### config.mk
export PLATFORM = sky130hd
export DESIGN_NAME = multiword_add_seq
export DESIGN_NICKNAME = d
export VERILOG_FILES = /design/src/rtl/multiword_add_seq.sv
export SDC_FILE = /design/constraint.sdc
export NUM_CORES = 1
export LEC_CHECK = 0
export CORE_ASPECT_RATIO = 1.4
export CORE_MARGIN = 2
export CORE_UTILIZATION = 46
export DETAILED_ROUTE_END_ITERATION = 16
export GPL_TIMING_DRIVEN = 0
export PLACE_DENSITY = 0.76
export SLEW_MARGIN = 20
export SYNTH_ARGS = -nofsm -noshare
export SYNTH_HDL_FRONTEND = slang
export SYNTH_SLANG_ARGS = --single-unit
### constraint.sdc
create_clock -name clk -period 9.1 [get_ports clk]
set_clock_uncertainty 0.05 [all_clocks]
set_input_delay 1.82 -clock clk [delete_from_list [all_inputs] [get_ports clk]]
set_output_delay 1.82 -clock clk [all_outputs]
set_load 0.005 [all_outputs]
### src/rtl/multiword_add_seq.sv
`default_nettype none
// ============================================================================
//  Module   : multiword_add_seq (with carry_skip_16bit)
//  Purpose  : WORDS x 16-bit add/subtract, one 16-bit carry-skip slice per
//             clock, LSB slice first, with a valid/ready handshake each side.
//  Revision : 1.0  initial release
// ============================================================================

module carry_skip_16bit (
    input  logic [15:0] a,
    input  logic [15:0] b,
    input  logic        cin,
    output logic [15:0] sum,
    output logic        cout
);
    logic [15:0] w_p;
    logic [15:0] w_g;
    logic        w_c;
    logic        w_bc;

    assign w_p = a ^ b;
    assign w_g = a & b;

    // Four 4-bit ripple groups; a fully propagating group forwards its own
    // carry-in directly instead of waiting for the ripple.
    always_comb begin
        sum  = '0;
        w_c  = cin;
        w_bc = cin;
        for (int blk = 0; blk < 4; blk++) begin
            w_bc = w_c;
            for (int bit_i = 0; bit_i < 4; bit_i++) begin
                sum[blk*4 + bit_i] = w_p[blk*4 + bit_i] ^ w_c;
                w_c = w_g[blk*4 + bit_i] | (w_p[blk*4 + bit_i] & w_c);
            end
            if (&w_p[blk*4 +: 4]) begin
                w_c = w_bc;
            end
        end
        cout = w_c;
    end
endmodule

module multiword_add_seq #(
    parameter int WORDS = 4
) (
    input  logic                  clk,
    input  logic                  rst,
    input  logic                  in_valid,
    output logic                  in_ready,
    input  logic [16*WORDS-1:0]   op_a,
    input  logic [16*WORDS-1:0]   op_b,
    input  logic                  sub,
    input  logic                  cin,
    output logic                  out_valid,
    input  logic                  out_ready,
    output logic [16*WORDS-1:0]   sum,
    output logic                  cout,
    output logic                  overflow
);
    localparam int N  = 16 * WORDS;
    localparam int IW = (WORDS > 1) ? $clog2(WORDS) : 1;

    localparam logic [1:0] S_IDLE = 2'd0;
    localparam logic [1:0] S_RUN  = 2'd1;
    localparam logic [1:0] S_DONE = 2'd2;

    localparam logic [IW-1:0] C_LAST_IDX = IW'(WORDS - 1);

    logic [1:0]    r_state;
    logic [N-1:0]  r_a;
    logic [N-1:0]  r_b;
    logic          r_carry;
    logic [IW-1:0] r_idx;
    logic [N-1:0]  r_sum;
    logic          r_cout;
    logic          r_ovf;
    logic          r_in_ready;
    logic          r_out_valid;

    logic [IW+3:0] w_base;
    logic [15:0]   w_sa;
    logic [15:0]   w_sb;
    logic [15:0]   w_ssum;
    logic          w_scout;
    logic          w_last;

    assign w_base = {r_idx, 4'b0000};
    assign w_sa   = r_a[w_base +: 16];
    assign w_sb   = r_b[w_base +: 16];
    assign w_last = (r_idx == C_LAST_IDX);

    carry_skip_16bit u_adder (
        .a    (w_sa),
        .b    (w_sb),
        .cin  (r_carry),
        .sum  (w_ssum),
        .cout (w_scout)
    );

    always_ff @(posedge clk) begin
        if (rst) begin
            r_state     <= S_IDLE;
            r_a         <= '0;
            r_b         <= '0;
            r_carry     <= 1'b0;
            r_idx       <= '0;
            r_sum       <= '0;
            r_cout      <= 1'b0;
            r_ovf       <= 1'b0;
            r_in_ready  <= 1'b1;
            r_out_valid <= 1'b0;
        end else begin
            case (r_state)
                S_IDLE: begin
                    if (in_valid && r_in_ready) begin
                        r_a        <= op_a;
                        r_b        <= sub ? ~op_b : op_b;
                        r_carry    <= sub ? ~cin : cin;
                        r_idx      <= '0;
                        r_sum      <= '0;
                        r_in_ready <= 1'b0;
                        r_state    <= S_RUN;
                    end
                end
                S_RUN: begin
                    r_sum[w_base +: 16] <= w_ssum;
                    r_carry             <= w_scout;
                    if (w_last) begin
                        r_cout      <= w_scout;
                        // Sign of the top slice decides signed overflow.
                        r_ovf       <= (r_a[N-1] == r_b[N-1]) && (w_ssum[15] != r_a[N-1]);
                        r_out_valid <= 1'b1;
                        r_state     <= S_DONE;
                    end else begin
                        r_idx <= r_idx + 1'b1;
                    end
                end
                S_DONE: begin
                    if (out_ready) begin
                        r_out_valid <= 1'b0;
                        r_in_ready  <= 1'b1;
                        r_state     <= S_IDLE;
                    end
                end
                default: begin
                    r_state     <= S_IDLE;
                    r_in_ready  <= 1'b1;
                    r_out_valid <= 1'b0;
                end
            endcase
        end
    end

    assign in_ready  = r_in_ready;
    assign out_valid = r_out_valid;
    assign sum       = r_sum;
    assign cout      = r_cout;
    assign overflow  = r_ovf;
endmodule

`default_nettype wire
==> reports/qor.csv <==
stage,metric,value,unit
logic_synthesis,asr flop ratio synth,0,%
cts,CTS Sinks,201,
routing,vias per cell,5.46,
routing,WL met3,1840,µm
final_layout,layout cells sized above 1,14.9,%
worst_setup_path,"Max FO, Critical Path",10,
cts,TritonCTS clock tree,done,
global_routing,initial antenna violation count,0,
place,Port Buf Inserts,199,
timing,worst-margin pin slew,0.871,ns
routing,first-pass detailed-route iteration total,5,
logic_synthesis,register area share after synthesis,43.0,%
place,hpwl dp,21800,µm
hold_path,worst hold path startpoint,r_a[39]$_SDFFE_PP0P_,
global_routing,first-pass GRT wire length,44100,µm
logic_synthesis,share of the synthesized area in the top cell type,43.0,%
routing,residual DRC count,0,
global_routing,largest net degree at the start of global routing,16,
worst_setup_path,largest stage delay on the critical path,0.50,ns
routing,met2 WL post-DR,14700,µm
final_layout,post-route cell area,0.0125,mm²
floorplanning,area of the core,0.0199,mm²
timing,Finish-stage setup viols,0,
place,GP Congestion,0.897,
routing,M1 WL,10300,µm
worst_setup_path,worst path required time,9.41,ns
timing,"Hold Vio Cnt, Final",0,
timing,Pins Over Slew Limit,0,
worst_setup_path,Reg2Reg Capture Point,overflow$_SDFFE_PP0P_,
routing,DR top layer,met4,
worst_setup_path,Crit. End Element,register,
worst_setup_path,"Slowest-stage cell, CP",fa_2,
floorplanning,die area,0.0215,mm²
flow_run,maxcap violations,0,
logic_synthesis,post-synth cell types,41,
floorplanning,Die Ht,173,µm
cts,Clock Path Buffers,3,
power_and_ir_drop,Power Total,2.24,mW
floorplanning,DIE WIDTH,125,µm
routing,Routed Antenna Nets,0,
timing,unrepaired setup endpoints after global routing,false,
worst_setup_path,crit path DAT,9.05,ns
worst_setup_path,R2R depth,30,
routing,WL/cell,19.4,µm
logic_synthesis,top cell type by total area after synthesis,dfxtp_1,
logic_synthesis,ranking of synthesized cells by area,"dfxtp_1 43%, mux4_2 7.7%, xnor2_1 6.1%",
global_routing,vias in the first global route,8289,
worst_setup_path,WS Path Type,register to register,
cts,clk_lat worst skew,0.50,ns
timing,max_slew headroom,41.9,%
logic_synthesis,Synth Flop Type,dfxtp_1,
logic_synthesis,Synth Cell Area,0.00935,mm²
logic_synthesis,Post-synth EDFFs,0,
logic_synthesis,"flops & latches, synth",201,
floorplanning,Rows,61,
hold_path,WHS Path Cells,2,
routing,Detailed Route Iter0 Violations,602,
power_and_ir_drop,PD cells,180,mW/mm²
global_routing,Global Route Usage Sum,25.8,%
hold_path,Hold Path Sink,r_a[39]$_SDFFE_PP0P_,
place,placed cell area,0.0117,mm²
cts,clock slew at reported path FFs,0.06,ns
worst_setup_path,reg2reg setup slack,0.36,ns
floorplanning,Starting Density,46.9,%
routing,DRT Wirelength,28200,µm
hold_path,Hold Crit Class,register to register,
worst_setup_path,cell mode on critical path,fa_2,
final_layout,antenna cells,0,
cts,CTS Buf Count,20,
final_layout,Final Net Count,1363,
final_layout,P&R area growth vs syn,33.2,%
power_and_ir_drop,worst vdd ir,0.000114,V
worst_setup_path,CP Launch Type,register,
floorplanning,io pins,202,
run_status,status,"complete, no violations",
routing,vias,7965,
logic_synthesis,yosys warns,0,
logic_synthesis,Synthesized Nets,1138,
global_routing,grt ovf,0,
timing,FMAX,0.114,GHz
cts,clock tree root driver cell,clkbuf_16,
logic_synthesis,cells after synthesis,968,
power_and_ir_drop,Pleak,4.49,nW
worst_setup_path,worst r2r src,r_idx[0]$_SDFFE_PP0P_,
cts,Max H-tree Level,1,
logic_synthesis,"Avg Cell Area, Syn",9.66,µm²
timing,fin crit share,96.0,%
timing,Tmin final,8.74,ns
==> worst max-delay path by stage <==
stage | cells after the start | slack (ns) | to | from
6_report | 30 | 0.36 | overflow$_SDFFE_PP0P_ | r_idx[0]$_SDFFE_PP0P_
5_1_grt | 30 | 0.08 | overflow$_SDFFE_PP0P_ | r_idx[0]$_SDFFE_PP0P_
4_1_cts | 30 | 0.004 | overflow$_SDFFE_PP0P_ | r_idx[0]$_SDFFE_PP0P_
3_5_place_dp | 30 | -0.85 | overflow$_SDFFE_PP0P_ | r_idx[0]$_SDFFE_PP0P_
3_3_place_gp | 30 | -0.71 | overflow$_SDFFE_PP0P_ | r_idx[0]$_SDFFE_PP0P_
2_1_floorplan | 30 | 0.13 | overflow$_SDFFE_PP0P_ | r_idx[0]$_SDFFE_PP0P_
==> state kept, by name, indices dropped and copies added, names as in the netlist <==
| register | count |
|---|---|
| in_ready | 1 |
| r_a | 64 |
| r_carry | 1 |
| out_valid | 1 |
| r_b | 64 |
| r_idx | 2 |
| overflow | 1 |
| r_state | 2 |
| sum | 64 |
| cout | 1 |
==> cells by family (layout without fill, tap and decap cells) <==
family / count (synthesis) / in the layout / synth area share (%)
multiplexers: 33 / 33 / 7.81
AND/OR/NAND/NOR: 300 / 300 / 13.1
buffers and inverters: 125 / 363 / 6.68
AO/OA/AOI/OAI: 208 / 208 / 17.2
flip-flops: 201 / 201 / 43.0
XOR/XNOR: 65 / 65 / 6.09
adder cells (fa/ha/maj): 36 / 36 / 6.10
==> worst max-delay path, delay by kind of cell, from the launching register on <==
kind / cells / cell delay (ns)
AOI/OAI and AO/OA: 2 / 0.34
DFF: 1 / 0.35
and+or+nand+nor: 3 / 0.24
muxes: 2 / 0.38
buffers and inverters: 7 / 0.72
adders and majority gates: 16 / 6.50
==> cells in the mapped netlist, types with 2 or more instances <==
cell	count
nor2_1	140
mux4_2	32
or3_1	2
nand2_1	137
nor3_1	4
buf_4	16
a211oi_1	23
ha_1	20
and2_1	2
nand4_1	4
fa_1	16
buf_6	9
inv_1	47
a21oi_4	2
a22oi_1	64
dfxtp_1	201
clkbuf_1	30
xnor2_1	65
a211oi_2	42
buf_2	21
a21oi_1	71
==> cells in the final DEF (no fill, tap or decap), types with 2 or more instances in the layout <==
cell type | netlist | routed
a211oi_1 | 23 | 22
nor3_1 | 4 | 4
mux4_2 | 32 | 32
bufinv_16 | 0 | 2
buf_4 | 16 | 18
clkdlybuf4s50_1 | 0 | 199
a21oi_1 | 71 | 71
buf_2 | 21 | 16
nand2_1 | 137 | 137
fa_1 | 16 | 7
clkbuf_1 | 30 | 33
buf_12 | 0 | 3
a21oi_4 | 2 | 2
a22oi_1 | 64 | 64
buf_8 | 0 | 2
buf_6 | 9 | 11
inv_1 | 47 | 47
xnor2_1 | 65 | 65
and2_1 | 2 | 2
ha_1 | 20 | 20
clkinv_2 | 0 | 5
nand4_1 | 4 | 4
nor2_1 | 140 | 140
clkinvlp_4 | 0 | 2
clkbuf_16 | 0 | 21
fa_2 | 0 | 9
dfxtp_1 | 201 | 199
a211oi_2 | 42 | 43
or3_1 | 2 | 2
dfxtp_2 | 0 | 2
==> layout make-up <==
cell class                      instances  area, µm²
Buffer                                 77        517
Fill cell                            1628       7470
Inverter                               48        180
Clock inverter                         10        109
Multi-Input combinational cell        642       4730
Sequential cell                       201       4030
Clock buffer                           25        551
Tap cell                              252        315
Timing Repair Buffer                  203       2020
==> layer usage <==
metal | vias up | global-route usage (%)
li1 | 3736 | -
met2 | 338 | 47.2
met4 | 0 | 12.1
met3 | 81 | 3.47
met5 | - | 0
met1 | 3810 | 29.4
==> stage by stage <==
stage	setup TNS, ns	cells	util (%)	hold WS (ns)	setup slack, ns
floorplan	0	968	-	0.383	0.128
global placement	-3.75	1419	58.5	0.389	-0.710
detailed placement	-5.35	1419	58.5	0.397	-0.846
CTS	0	1458	62.4	0.406	0.00362
global route	0	1458	62.5	0.426	0.0762
finish	0	1458	62.5	0.406	0.363
==> where the power goes <==
group          switching (mW)  total (mW)  internal (mW)
registers              0.0317       0.965          0.933
logic                   0.243       0.436          0.193
clock network           0.353       0.841          0.488
total                   0.628        2.24           1.61
==> repair_timing <==
item	in CTS	in global routing
gates resized for setup	27	6
hold buffers	0	0
setup endpoints to repair	11	5
pin swaps	2	2
buffers inserted	4	0
(Power assumes the default switching activity.)
